<file path="config.mk">
export PLATFORM = sky130hd
export DESIGN_NAME = multicycle_ctl_flat
export DESIGN_NICKNAME = d
export VERILOG_FILES = /design/src/rtl/mcpu_pkg.sv /design/src/rtl/multicycle_ctl_if.sv /design/src/rtl/mcpu_outdec.sv /design/src/rtl/multicycle_ctl.sv /design/src/flat_wrapper.sv
export SDC_FILE = /design/constraint.sdc
export NUM_CORES = 1
export LEC_CHECK = 0
export CORE_MARGIN = 8
export CORE_UTILIZATION = 40
export DETAILED_ROUTE_END_ITERATION = 12
export PLACE_DENSITY = 0.75
export RECOVER_POWER = 25
export SLEW_MARGIN = 20
export SYNTH_ARGS = -nofsm -noshare
export SYNTH_HDL_FRONTEND = slang
export SYNTH_HIERARCHICAL = 1
export SYNTH_SLANG_ARGS = --single-unit
</file>
<file path="constraint.sdc">
create_clock -name clk -period 4.5 [get_ports clk]
set_clock_uncertainty 0.05 [all_clocks]
set_input_delay 0.9 -clock clk [delete_from_list [all_inputs] [get_ports clk]]
set_output_delay 0.9 -clock clk [all_outputs]
set_load 0.005 [all_outputs]
</file>
<file path="src/rtl/mcpu_pkg.sv">
// Shared definitions for the multicycle MIPS-subset control path: state codes,
// opcodes, datapath mux encodings and the packed control word.
package mcpu_pkg;

  localparam int STATE_W = 4;
  localparam int OP_W    = 6;

  localparam logic [STATE_W-1:0] S_FETCH  = 4'd0;
  localparam logic [STATE_W-1:0] S_DECODE = 4'd1;
  localparam logic [STATE_W-1:0] S_MEMADR = 4'd2;
  localparam logic [STATE_W-1:0] S_MEMRD  = 4'd3;
  localparam logic [STATE_W-1:0] S_MEMWB  = 4'd4;
  localparam logic [STATE_W-1:0] S_MEMWR  = 4'd5;
  localparam logic [STATE_W-1:0] S_EXEC   = 4'd6;
  localparam logic [STATE_W-1:0] S_RWB    = 4'd7;
  localparam logic [STATE_W-1:0] S_BEQ    = 4'd8;
  localparam logic [STATE_W-1:0] S_JUMP   = 4'd9;
  localparam logic [STATE_W-1:0] S_ADDIEX = 4'd10;
  localparam logic [STATE_W-1:0] S_ADDIWB = 4'd11;

  localparam logic [OP_W-1:0] OP_RTYPE = 6'b000000;
  localparam logic [OP_W-1:0] OP_LW    = 6'b100011;
  localparam logic [OP_W-1:0] OP_SW    = 6'b101011;
  localparam logic [OP_W-1:0] OP_BEQ   = 6'b000100;
  localparam logic [OP_W-1:0] OP_J     = 6'b000010;
  localparam logic [OP_W-1:0] OP_ADDI  = 6'b001000;

  localparam logic [1:0] ALU_ADD   = 2'b00;
  localparam logic [1:0] ALU_SUB   = 2'b01;
  localparam logic [1:0] ALU_FUNCT = 2'b10;

  localparam logic [1:0] SRCB_B     = 2'b00;
  localparam logic [1:0] SRCB_FOUR  = 2'b01;
  localparam logic [1:0] SRCB_IMM   = 2'b10;
  localparam logic [1:0] SRCB_IMMSH = 2'b11;

  localparam logic [1:0] PCSRC_ALU    = 2'b00;
  localparam logic [1:0] PCSRC_ALUOUT = 2'b01;
  localparam logic [1:0] PCSRC_JUMP   = 2'b10;

  typedef struct packed {
    logic       pc_write;
    logic       pc_write_cond;
    logic       iord;
    logic       mem_read;
    logic       mem_write;
    logic       ir_write;
    logic       mem_to_reg;
    logic       reg_dst;
    logic       reg_write;
    logic       alu_src_a;
    logic [1:0] alu_src_b;
    logic [1:0] alu_op;
    logic [1:0] pc_source;
    logic       instr_done;
  } ctrl_t;

endpackage

</file>
<file path="src/rtl/multicycle_ctl_if.sv">
// Control bus between the main FSM (master) and the multicycle datapath (slave).
interface multicycle_ctl_if;
  import mcpu_pkg::*;

  logic [OP_W-1:0]    OP;
  logic               mem_ready;
  logic               PCWrite;
  logic               PCWriteCond;
  logic               IorD;
  logic               MemRead;
  logic               MemWrite;
  logic               IRWrite;
  logic               MemtoReg;
  logic               RegDst;
  logic               RegWrite;
  logic               ALUSrcA;
  logic [1:0]         ALUSrcB;
  logic [1:0]         ALUOp;
  logic [1:0]         PCSource;
  logic               illegal_op;
  logic               instr_done;
  logic [STATE_W-1:0] state;

  modport master (
    input  OP, mem_ready,
    output PCWrite, PCWriteCond, IorD, MemRead, MemWrite, IRWrite, MemtoReg,
           RegDst, RegWrite, ALUSrcA, ALUSrcB, ALUOp, PCSource, illegal_op,
           instr_done, state
  );

  modport slave (
    output OP, mem_ready,
    input  PCWrite, PCWriteCond, IorD, MemRead, MemWrite, IRWrite, MemtoReg,
           RegDst, RegWrite, ALUSrcA, ALUSrcB, ALUOp, PCSource, illegal_op,
           instr_done, state
  );

endinterface

</file>
<file path="src/rtl/mcpu_outdec.sv">
// Moore output decoder: state (plus mem_ready for the memory-gated enables)
// to the datapath control word.
module mcpu_outdec
  import mcpu_pkg::*;
(
  input  logic [STATE_W-1:0] state,
  input  logic               mem_ready,
  output ctrl_t              ctrl
);

  always_comb begin
    // NOTE: default every field before the case so no path leaves a
    // combinational output unassigned, which would infer a latch.
    ctrl = '0;
    unique case (state)
      S_FETCH: begin
        ctrl.mem_read  = 1'b1;
        ctrl.alu_src_b = SRCB_FOUR;
        ctrl.alu_op    = ALU_ADD;
        ctrl.pc_source = PCSRC_ALU;
        ctrl.ir_write  = mem_ready;
        ctrl.pc_write  = mem_ready;
      end
      S_DECODE: ctrl.alu_src_b = SRCB_IMMSH;
      S_MEMADR: begin
        ctrl.alu_src_a = 1'b1;
        ctrl.alu_src_b = SRCB_IMM;
      end
      S_MEMRD: begin
        ctrl.mem_read = 1'b1;
        ctrl.iord     = 1'b1;
      end
      S_MEMWB: begin
        ctrl.reg_write  = 1'b1;
        ctrl.mem_to_reg = 1'b1;
        ctrl.instr_done = 1'b1;
      end
      S_MEMWR: begin
        // Write strobe is held for the whole wait; completion follows mem_ready.
        ctrl.mem_write  = 1'b1;
        ctrl.iord       = 1'b1;
        ctrl.instr_done = mem_ready;
      end
      S_EXEC: begin
        ctrl.alu_src_a = 1'b1;
        ctrl.alu_src_b = SRCB_B;
        ctrl.alu_op    = ALU_FUNCT;
      end
      S_RWB: begin
        ctrl.reg_write  = 1'b1;
        ctrl.reg_dst    = 1'b1;
        ctrl.instr_done = 1'b1;
      end
      S_BEQ: begin
        ctrl.alu_src_a     = 1'b1;
        ctrl.alu_src_b     = SRCB_B;
        ctrl.alu_op        = ALU_SUB;
        ctrl.pc_write_cond = 1'b1;
        ctrl.pc_source     = PCSRC_ALUOUT;
        ctrl.instr_done    = 1'b1;
      end
      S_JUMP: begin
        ctrl.pc_write   = 1'b1;
        ctrl.pc_source  = PCSRC_JUMP;
        ctrl.instr_done = 1'b1;
      end
      S_ADDIEX: begin
        ctrl.alu_src_a = 1'b1;
        ctrl.alu_src_b = SRCB_IMM;
        ctrl.alu_op    = ALU_ADD;
      end
      S_ADDIWB: begin
        ctrl.reg_write  = 1'b1;
        ctrl.instr_done = 1'b1;
      end
      default: ctrl = '0;
    endcase
  end

endmodule

</file>
<file path="src/rtl/multicycle_ctl.sv">
// Main control FSM of the multicycle MIPS-subset CPU: state register,
// next-state decode and a reset-gated Moore output stage.
module multicycle_ctl
  import mcpu_pkg::*;
#(
  parameter bit ADDI_EN = 1'b1
) (
  input  logic           clk,
  input  logic           rst,
  multicycle_ctl_if.master bus
);

  logic [STATE_W-1:0] state_q;
  logic [STATE_W-1:0] state_d;
  logic               illegal;
  ctrl_t              ctrl_dec;
  ctrl_t              ctrl_o;

  always_ff @(posedge clk or posedge rst) begin
    // NOTE: sequential state uses non-blocking assignment so every flop
    // samples pre-edge values regardless of process ordering.
    if (rst) state_q <= S_FETCH;
    else     state_q <= state_d;
  end

  always_comb begin
    state_d = S_FETCH;
    illegal = 1'b0;
    unique case (state_q)
      S_FETCH:  state_d = bus.mem_ready ? S_DECODE : S_FETCH;
      S_DECODE: begin
        case (bus.OP)
          OP_LW, OP_SW: state_d = S_MEMADR;
          OP_RTYPE:     state_d = S_EXEC;
          OP_BEQ:       state_d = S_BEQ;
          OP_J:         state_d = S_JUMP;
          OP_ADDI: begin
            if (ADDI_EN) state_d = S_ADDIEX;
            else         illegal = 1'b1;
          end
          default:      illegal = 1'b1;
        endcase
      end
      S_MEMADR: state_d = (bus.OP == OP_LW) ? S_MEMRD : S_MEMWR;
      S_MEMRD:  state_d = bus.mem_ready ? S_MEMWB : S_MEMRD;
      S_MEMWR:  state_d = bus.mem_ready ? S_FETCH : S_MEMWR;
      S_EXEC:   state_d = S_RWB;
      S_ADDIEX: state_d = S_ADDIWB;
      default:  state_d = S_FETCH;
    endcase
  end

  mcpu_outdec u_outdec (
    .state     (state_q),
    .mem_ready (bus.mem_ready),
    .ctrl      (ctrl_dec)
  );

  // Reset gates the outputs combinationally so strobes drop the instant rst
  // rises, not at the next clock edge.
  always_comb begin
    ctrl_o = rst ? '0 : ctrl_dec;
  end

  assign bus.PCWrite     = ctrl_o.pc_write;
  assign bus.PCWriteCond = ctrl_o.pc_write_cond;
  assign bus.IorD        = ctrl_o.iord;
  assign bus.MemRead     = ctrl_o.mem_read;
  assign bus.MemWrite    = ctrl_o.mem_write;
  assign bus.IRWrite     = ctrl_o.ir_write;
  assign bus.MemtoReg    = ctrl_o.mem_to_reg;
  assign bus.RegDst      = ctrl_o.reg_dst;
  assign bus.RegWrite    = ctrl_o.reg_write;
  assign bus.ALUSrcA     = ctrl_o.alu_src_a;
  assign bus.ALUSrcB     = ctrl_o.alu_src_b;
  assign bus.ALUOp       = ctrl_o.alu_op;
  assign bus.PCSource    = ctrl_o.pc_source;
  assign bus.instr_done  = ctrl_o.instr_done;
  assign bus.illegal_op  = illegal & ~rst;
  assign bus.state       = rst ? S_FETCH : state_q;

endmodule

</file>
<file path="src/flat_wrapper.sv">
// flat-port wrapper written by rule: the top's interface ports become plain ports
module multicycle_ctl_flat import mcpu_pkg::*;
#(
  parameter bit ADDI_EN = 1'b1
)
  (clk, rst, bus_OP, bus_mem_ready, bus_PCWrite, bus_PCWriteCond, bus_IorD, bus_MemRead, bus_MemWrite, bus_IRWrite, bus_MemtoReg, bus_RegDst, bus_RegWrite, bus_ALUSrcA, bus_ALUSrcB, bus_ALUOp, bus_PCSource, bus_illegal_op, bus_instr_done, bus_state);
  multicycle_ctl_if bus_i ();
  input  logic clk;
  input  logic rst;
  input wire logic [$bits(bus_i.OP)-1:0] bus_OP;
  input wire logic [$bits(bus_i.mem_ready)-1:0] bus_mem_ready;
  output wire logic [$bits(bus_i.PCWrite)-1:0] bus_PCWrite;
  output wire logic [$bits(bus_i.PCWriteCond)-1:0] bus_PCWriteCond;
  output wire logic [$bits(bus_i.IorD)-1:0] bus_IorD;
  output wire logic [$bits(bus_i.MemRead)-1:0] bus_MemRead;
  output wire logic [$bits(bus_i.MemWrite)-1:0] bus_MemWrite;
  output wire logic [$bits(bus_i.IRWrite)-1:0] bus_IRWrite;
  output wire logic [$bits(bus_i.MemtoReg)-1:0] bus_MemtoReg;
  output wire logic [$bits(bus_i.RegDst)-1:0] bus_RegDst;
  output wire logic [$bits(bus_i.RegWrite)-1:0] bus_RegWrite;
  output wire logic [$bits(bus_i.ALUSrcA)-1:0] bus_ALUSrcA;
  output wire logic [$bits(bus_i.ALUSrcB)-1:0] bus_ALUSrcB;
  output wire logic [$bits(bus_i.ALUOp)-1:0] bus_ALUOp;
  output wire logic [$bits(bus_i.PCSource)-1:0] bus_PCSource;
  output wire logic [$bits(bus_i.illegal_op)-1:0] bus_illegal_op;
  output wire logic [$bits(bus_i.instr_done)-1:0] bus_instr_done;
  output wire logic [$bits(bus_i.state)-1:0] bus_state;
  assign bus_i.OP = bus_OP;
  assign bus_i.mem_ready = bus_mem_ready;
  assign bus_PCWrite = bus_i.PCWrite;
  assign bus_PCWriteCond = bus_i.PCWriteCond;
  assign bus_IorD = bus_i.IorD;
  assign bus_MemRead = bus_i.MemRead;
  assign bus_MemWrite = bus_i.MemWrite;
  assign bus_IRWrite = bus_i.IRWrite;
  assign bus_MemtoReg = bus_i.MemtoReg;
  assign bus_RegDst = bus_i.RegDst;
  assign bus_RegWrite = bus_i.RegWrite;
  assign bus_ALUSrcA = bus_i.ALUSrcA;
  assign bus_ALUSrcB = bus_i.ALUSrcB;
  assign bus_ALUOp = bus_i.ALUOp;
  assign bus_PCSource = bus_i.PCSource;
  assign bus_illegal_op = bus_i.illegal_op;
  assign bus_instr_done = bus_i.instr_done;
  assign bus_state = bus_i.state;
  multicycle_ctl #(.ADDI_EN(ADDI_EN)) u_core (.clk(clk), .rst(rst), .bus(bus_i));
endmodule
</file>
==> summary.txt, run 1 <==
r2r setup slk -> 2.55 ns
TritonCTS Sinks -> 4
Die Area -> 0.00352 mm2
Crit path largest cell delay -> 0.60 ns
biggest regs -> u_core/state_q x4
Max VDD drop -> 0.141 mV
Root Driver -> clkbuf_4
Post-CTS Setup Bufs -> 0
largest net degree at the start of global routing -> 28
CTS H-Tree Depth -> 1
gpl congestion -> 0.830
Die X-Extent -> 59.4 um
Detailed Routing Iterations Pass 1 -> 4
Setup crit start -> bus_OP[2]
Biggest register -> u_core/state_q
register area share after synthesis -> 0.133
Initial Utilization -> 0.431
syn avg cell area -> 7.09 um2
Remaining DRCs -> 0
worst r2r src -> u_core/state_q[3]$_DFF_PP0_
clock buffer depth -> 2
Hold/Removal Path Class -> register to register
post-DR wirelength/cell -> 13.2 um
worst-margin pin slew -> 0.767 ns
Non-Filler Instances -> 153
CP max FO -> 5
vias in the first global route -> 734
Post-Syn Instances -> 106
routed wire length -> 2020 um
yosys warns -> 6
number of synthesized flops with an enable pin -> 0
worst rel slew slack -> 0.489
die height -> 59.4 um
first-pass GRT wire length -> 3120 um
final setup margin -> 0.799 ns
global routing's busiest layer -> met2
Worst EP required -> 3.55 ns
PwrDens -> 167 mW/mm2
TritonCTS Buffers -> 3
RSZ-0062 raised after global routing -> no
Clock Latency Late Sink -> 0.24 ns
post-CTS sizing -> 0
hold path startpoint -> u_core/state_q[1]$_DFF_PP0_
CP Launch Type -> input port
synthesized area -> 752 um2
GR Util met3 -> 0.0369
commonest non-fill, non-tap cell in the layout -> clkdlybuf4s50_1
most frequent cells in the layout -> 28 x clkdlybuf4s50_1, 24 x nor2b_1, 10 x nor2_1
CTS tree -> done
met1 GRT Util -> 0.111
Seq cells post-synth -> 4
Final Hold Vio Count -> 0
ys async rst share -> 1.00
post-route minimum period -> 3.70 ns
Final HPWL DP -> 1470 um
ys flop type -> dfrtp_1
status -> finished clean
max frequency -> 270 MHz
Fill cells -> 177
IO Pins -> 31
final slew viol count -> 0
cell leakage power -> 0.000357 uW
met2 Usage GRT -> 0.206
Congestion Overflow GR -> 0
Std-Cell Rows -> 15
dpl cells -> 150
CP max-delay cell -> dlygate4sd3_1
Hold Buf Count CTS -> 0
Core ar. -> 0.00175 mm2
area growth from synthesis to layout -> 39.3%
max reg flops -> 4
FF+latch area -> 100 um2
clock-pin slew of the registers on the worst-case setup and hold paths -> 0.04 ns
synth unique cells -> 39
nets@finish -> 139
Vias -> 829
Final Cycle Share -> 0.822
MaxCap Viol Count -> 0
Multi-input gate area -> 589 um2
Critical Path Sink Type -> output port
Routed Antenna Nets -> 0
drt initial violations -> 8
Fin Setup TNS -> 0 ns
final setup violation count -> 0
via/cell ratio -> 5.42
initial antenna violation count -> 0
CP arrival -> 2.75 ns
layout cell share with drive strength beyond 1 -> 0.0313
pre-CTS setup slack -> 0.784 ns
port buffer count -> 30
Net Count, Synth -> 115
total global-route track usage -> 0.109
n_diodes -> 0
Setup Crit Path Kind -> input port to output port
crit-path cells -> dlygate4sd3_1 -> nor3_1 -> nand2_1 -> and3_1 -> clkdlybuf4s50_1
## cell usage after synthesis, types with 2 or more instances
library cell	instances	area share
and3_1	2	0.017
nand2b_1	3	0.025
nor3b_1	2	0.020
a211oi_1	4	0.040
o211ai_1	2	0.020
xnor2_1	2	0.023
nor3_1	4	0.027
or4b_1	2	0.027
o21ai_0	4	0.027
buf_2	2	0.013
nand2_1	5	0.025
buf_4	2	0.020
nor2_1	10	0.050
or2b_1	2	0.020
nor2b_1	24	0.20
clkbuf_1	6	0.030
nor4b_1	3	0.035
dfrtp_1	4	0.13
a21oi_1	2	0.013
or3b_1	2	0.023
## report_power, final
part / internal [uW] / leakage, uW / switching, uW
combinational: 46.5 / 0.000289 / 29.7
sequential: 38.5 / 0.0000541 / 14.0
clock: 29.9 / 0.0000138 / 16.0
total: 115 / 0.000357 / 59.7
## metal layers
metal | wire length, um | up-vias
met3 | 165 | 0
met2 | 905 | 31
met5 | 0 | -
met4 | 0 | 0
met1 | 945 | 373
li1 | - | 425
## final cells by class
type,count,area share
multi-input cells,90,0.563
repair buffers,30,0.287
inverters,1,0.00358
clock buffers,3,0.0215
flip-flops and latches,4,0.0956
well taps,25,0.0299
## stage by stage
step	power, uW	instance area [um2]	utilization	hold slack (ns)
5_1_grt	188	1050	0.600	0.846
3_5_place_dp	129	1020	0.587	0.798
4_1_cts	176	1050	0.600	0.808
3_3_place_gp	128	1020	0.587	0.798
6_report	175	1050	0.600	0.800
2_1_floorplan	94.8	752	-	0.558
## worst max-delay path: cells and delay by family
family                 cells  cell delay, ns
buffers and inverters      2            1.06
AND/OR/NAND/NOR            3            0.79
## worst paths after layout
path / to / depth (start not counted)
worst min register to register: u_core/state_q[0]$_DFF_PP0_ / 2
worst min-delay path: u_core/state_q[0]$_DFF_PP0_ / 2
worst max-delay path: bus_illegal_op / 5
max in group asynchronous: u_core/state_q[2]$_DFF_PP0_ / 2
min in group asynchronous: u_core/state_q[3]$_DFF_PP0_ / 2
worst max register to register: u_core/state_q[1]$_DFF_PP0_ / 3
## logic make-up (layout without fill, tap and decap cells)
| logic type | count (synthesis) | count (layout) | synth area share |
|---|---|---|---|
| flops | 4 | 4 | 0.133 |
| compound gates | 19 | 19 | 0.180 |
| simple gates | 68 | 68 | 0.569 |
| buf+inv | 12 | 34 | 0.0832 |
| xor+xnor | 3 | 3 | 0.0349 |
Power figures use the tool's default switching activity.
==> run 2, diff against run 1 <==
==> constraint.sdc (replaced) <==
create_clock -name clk -period 3.66 [get_ports clk]
set_clock_uncertainty 0.05 [all_clocks]
set_input_delay 0.732 -clock clk [delete_from_list [all_inputs] [get_ports clk]]
set_output_delay 0.732 -clock clk [all_outputs]
set_load 0.005 [all_outputs]
==> summary.txt, run 2 (same netlist as run 1, synthesis figures left out) <==
Post-CTS Setup Bufs -> 0
commonest non-fill, non-tap cell in the layout -> clkdlybuf4s50_1
port buffer count -> 30
total global-route track usage -> 0.115
Biggest register -> u_core/state_q
Max Used Layer -> met3
status -> finished clean
area growth from synthesis to layout -> 44.8%
Die X-Extent -> 59.4 um
worst-margin pin slew -> 0.623 ns
largest net degree at the start of global routing -> 27
routed wire length -> 2050 um
Core ar. -> 0.00175 mm2
WHS -> 0.552 ns
Clock Latency Late Sink -> 0.23 ns
post-CTS sizing -> 0
biggest regs -> u_core/state_q x4
nets@finish -> 145
met2 routed WL -> 945 um
drt initial violations -> 19
final setup violation count -> 0
Vias -> 855
Critical Path Sink Type -> output port
Hold/Removal Path Class -> register to register
r2r setup slk -> 2.06 ns
first-pass GRT wire length -> 3270 um
initial antenna violation count -> 0
Setup Crit Path Kind -> input port to output port
Remaining DRCs -> 0
TritonCTS Buffers -> 3
Congestion Overflow GR -> 0
pre-CTS setup slack -> 0.427 ns
Final HPWL DP -> 1530 um
dpl cells -> 156
Fill cells -> 164
CTS H-Tree Depth -> 1
post-route minimum period -> 3.33 ns
IO Pins -> 31
Max VDD drop -> 0.251 mV
layout cell share with drive strength beyond 1 -> 0.0672
Die Area -> 0.00352 mm2
die height -> 59.4 um
worst rel slew slack -> 0.585
final slew viol count -> 0
clock-pin slew of the registers on the worst-case setup and hold paths -> 0.04 ns
Fin Setup TNS -> 0 ns
Routed Antenna Nets -> 0
n_diodes -> 0
Final Hold Vio Count -> 0
Hold Buf Count CTS -> 0
max reg flops -> 4
post-DR wirelength/cell -> 12.9 um
RSZ-0062 raised after global routing -> no
CP max FO -> 5
MaxCap Viol Count -> 0
cell leakage power -> 0.000384 uW
CP Launch Type -> input port
final setup margin -> 0.329 ns
Detailed Routing Iterations Pass 1 -> 4
M1 WL -> 970 um
CTS tree -> done
metal3 WL -> 136 um
Worst EP required -> 2.88 ns
Std-Cell Rows -> 15
clock buffer depth -> 2
via/cell ratio -> 5.38
TritonCTS Sinks -> 4
Final Cycle Share -> 0.910
Root Driver -> clkbuf_4
gpl congestion -> 0.795
PwrDens -> 200 mW/mm2
vias in the first global route -> 731
most frequent cells in the layout -> 28 x clkdlybuf4s50_1, 24 x nor2b_1, 10 x nor2_1
max frequency -> 300 MHz
CP arrival -> 2.55 ns
Initial Utilization -> 0.431
Non-Filler Instances -> 159
==> run 2: worst paths after layout <==
kind,from,endpoint,cells past startpoint
hold reg to reg,u_core/state_q[2]$_DFF_PP0_,u_core/state_q[3]$_DFF_PP0_,2
setup / recovery,bus_OP[2],bus_illegal_op,5
max in group asynchronous,rst,u_core/state_q[0]$_DFF_PP0_,3
min in group asynchronous,rst,u_core/state_q[2]$_DFF_PP0_,3
setup reg to reg,u_core/state_q[2]$_DFF_PP0_,u_core/state_q[1]$_DFF_PP0_,3
hold / removal,u_core/state_q[2]$_DFF_PP0_,u_core/state_q[3]$_DFF_PP0_,2
==> run 2: per-stage QoR <==
stage,cell area (um2),utilization,power (uW)
detailed placement,1070,0.613,166
global route,1090,0.624,235
global placement,1070,0.613,163
finish,1090,0.624,218
CTS,1090,0.626,222
floorplan,752,-,117
==> run 2: power by group <==
| part | switching [uW] | leakage [uW] | internal (uW) | total, uW |
|---|---|---|---|---|
| clock | 17.3 | 0.0000138 | 36.6 | 54.0 |
| combinational | 53.0 | 0.000316 | 61.9 | 115 |
| sequential | 1.62 | 0.0000541 | 47.6 | 49.2 |
| total | 71.9 | 0.000384 | 146 | 218 |
==> run 2: cell type report <==
type,instances,area [um2],share of cell area
inverters,1,3.75,0.00345
repair buffers,36,342,0.314
clock buffers,3,22.5,0.0207
flip-flops and latches,4,100,0.0920
well taps,25,31.3,0.0287
multi-input cells,90,589,0.541
==> run 2: per-layer routing <==
layer | vias up | global-route usage
li1 | 439 | -
met1 | 387 | 0.134
met2 | 29 | 0.193
met3 | 0 | 0.0390
met4 | 0 | 0.0341
met5 | - | 0
==> run 2: critical path, stage by stage <==
cell and delay, ns:
dlygate4sd3_1 0.60, nor3_1 0.43, nand2_1 0.14, and3_1 0.20, clkdlybuf4s50_1 0.45
==> run 3, diff against run 2 <==
--- a/config.mk
+++ b/config.mk
@@ -5,10 +5,12 @@
 export SDC_FILE = /design/constraint.sdc
 export NUM_CORES = 1
 export LEC_CHECK = 0
+export ABC_AREA = 1
 export CORE_MARGIN = 8
-export CORE_UTILIZATION = 40
+export CORE_UTILIZATION = 35
+export CTS_CLUSTER_SIZE = 40
 export DETAILED_ROUTE_END_ITERATION = 12
-export PLACE_DENSITY = 0.75
+export PLACE_DENSITY = 0.67
 export RECOVER_POWER = 25
 export SLEW_MARGIN = 20
 export SYNTH_ARGS = -nofsm -noshare
==> summary.txt, run 3 <==
Final HPWL DP -> 1690 um
Post-Syn Instances -> 165
Synth top area share -> 0.210
number of synthesized flops with an enable pin -> 0
synthesized area -> 769 um2
Root Driver -> clkbuf_4
pre-CTS setup slack -> 0.662 ns
Crit path largest cell delay -> 0.65 ns
met2 Usage GRT -> 0.186
CP Launch Type -> input port
routed wire length -> 1950 um
Post-Synth Adder-Cell Area -> 0
post-route minimum period -> 3.04 ns
global routing's busiest layer -> met2
area growth from synthesis to layout -> 43.9%
Initial Utilization -> 0.358
clock buffer depth -> 2
largest net degree at the start of global routing -> 18
Critical Path Sink Type -> output port
Clock Latency Late Sink -> 0.24 ns
GR Util met3 -> 0.0341
Die Area -> 0.00396 mm2
post-synth top area cell -> nand2_1
Seq cells post-synth -> 4
post-synthesis mux area share -> 0
Routed Antenna Nets -> 0
CP arrival -> 2.26 ns
WP buf/inv -> 3
most frequent cells in the layout -> 43 x nand2_1, 41 x inv_1, 40 x nor2_1
Net Count, Synth -> 174
crit-path cells -> dlygate4sd3_1 -> buf_4 -> nor2_1 -> clkdlybuf4s50_1
syn avg cell area -> 4.66 um2
Biggest register -> u_core/state_q
TritonCTS Sinks -> 4
RSZ-0062 raised after global routing -> no
PwrDens -> 180 mW/mm2
Detailed Routing Iterations Pass 1 -> 4
drt initial violations -> 24
Remaining DRCs -> 0
max reg flops -> 4
Final Hold Vio Count -> 0
final setup violation count -> 0
commonest non-fill, non-tap cell in the layout -> nand2_1
Die X-Extent -> 62.9 um
Synth Area in Compound Gates -> 0.0293
CTS H-Tree Depth -> 1
Worst path top cell family by delay -> buffers and inverters
largest family of logic cells by synthesized area -> simple AND/OR/NAND/NOR gates
final slew viol count -> 0
total global-route track usage -> 0.102
register area share after synthesis -> 0.130
Setup Crit Path Kind -> input port to output port
first-pass GRT wire length -> 3530 um
worst rel slew slack -> 0.809
n_diodes -> 0
via/cell ratio -> 4.19
CP max FO -> 17
MaxCap Viol Count -> 0
synth unique cells -> 14
status -> finished clean
Post-Synth XOR/XNOR Area -> 0
initial antenna violation count -> 0
gpl congestion -> 0.878
met1 GRT Util -> 0.103
Worst EP required -> 2.88 ns
cell leakage power -> 0.000639 uW
worst-margin pin slew -> 0.287 ns
final setup margin -> 0.616 ns
vias in the first global route -> 937
Post-Synth Simple-Gate Area -> 0.564
Fin Setup TNS -> 0 ns
Vias -> 935
ys async rst share -> 1.00
ys flop type -> dfrtp_1
Core ar. -> 0.00215 mm2
nets@finish -> 206
layout cell share with drive strength beyond 1 -> 0.133
Std-Cell Rows -> 17
die height -> 62.9 um
top-count cell post-synth -> nand2_1
TritonCTS Buffers -> 3
Max VDD drop -> 0.143 mV
clock-pin slew of the registers on the worst-case setup and hold paths -> 0.04 ns
Congestion Overflow GR -> 0
synth top area cells -> nand2_1 21%, inv_1 20%, nor2_1 19%
port buffer count -> 30
post-DR wirelength/cell -> 8.75 um
Hold/Removal Path Class -> register to register
max frequency -> 329 MHz
Final Cycle Share -> 0.832
most frequent cells after synthesis -> 43 x nand2_1, 40 x inv_1, 39 x nor2_1, 10 x nor2_2
post-CTS sizing -> 0
Hold Buf Count CTS -> 0
IO Pins -> 31
CP max-delay cell -> dlygate4sd3_1
yosys warns -> 6
CTS tree -> done
Post-CTS Setup Bufs -> 0
biggest regs -> u_core/state_q x4
[run 3: path summary, 6_finish.rpt]
| path | startpoint | end | slack [ns] | cells past startpoint |
|---|---|---|---|---|
| setup / recovery | rst | bus_state[2] | 0.62 | 4 |
| hold / removal | u_core/state_q[0]$_DFF_PP0_ | u_core/state_q[3]$_DFF_PP0_ | 0.66 | 3 |
| setup reg to reg | u_core/state_q[3]$_DFF_PP0_ | u_core/state_q[2]$_DFF_PP0_ | 2.46 | 7 |
| hold reg to reg | u_core/state_q[0]$_DFF_PP0_ | u_core/state_q[3]$_DFF_PP0_ | 0.66 | 3 |
| max in group asynchronous | rst | u_core/state_q[0]$_DFF_PP0_ | 2.48 | 2 |
| min in group asynchronous | rst | u_core/state_q[1]$_DFF_PP0_ | 0.93 | 2 |
[run 3: stage by stage]
stage	hold WS [ns]	power [uW]	cells	area, um2	util
3_3_place_gp	0.658	145	220	1090	0.506
4_1_cts	0.652	205	223	1110	0.517
5_1_grt	0.698	221	223	1110	0.515
2_1_floorplan	0.577	106	165	769	-
6_report	0.657	200	223	1110	0.515
3_5_place_dp	0.648	146	220	1090	0.506
[run 3: cells by family (layout without fill, tap and decap cells)]
logic type,count (synthesis),count (layout)
AND/OR/NAND/NOR,104,104
buffers and inverters,54,84
flip-flops,4,4
AO/OA/AOI/OAI,3,3
[run 3: final cells by class]
class	count	area, um2
Clock buffer	3	22.5
Fill cell	243	1040
Inverter	50	188
Multi-Input combinational cell	107	454
Sequential cell	4	100
Tap cell	28	35.0
Timing Repair Buffer	31	308
[run 3: worst min-delay path: cells and delay by family, from the launching register on]
family | cells | cell delay, ns
and+or+nand+nor | 3 | 0.22
DFF | 1 | 0.45
[run 3: where the power goes]
group	internal [uW]	switching [uW]
Sequential	47.0	5.34
Clock	36.7	19.0
Combinational	42.1	49.3
[run 3: metal layers]
metal,routed length (um),share of wire
met1,813,0.42
met2,1030,0.53
met3,97,0.050
met4,14,0.0072
met5,0,0
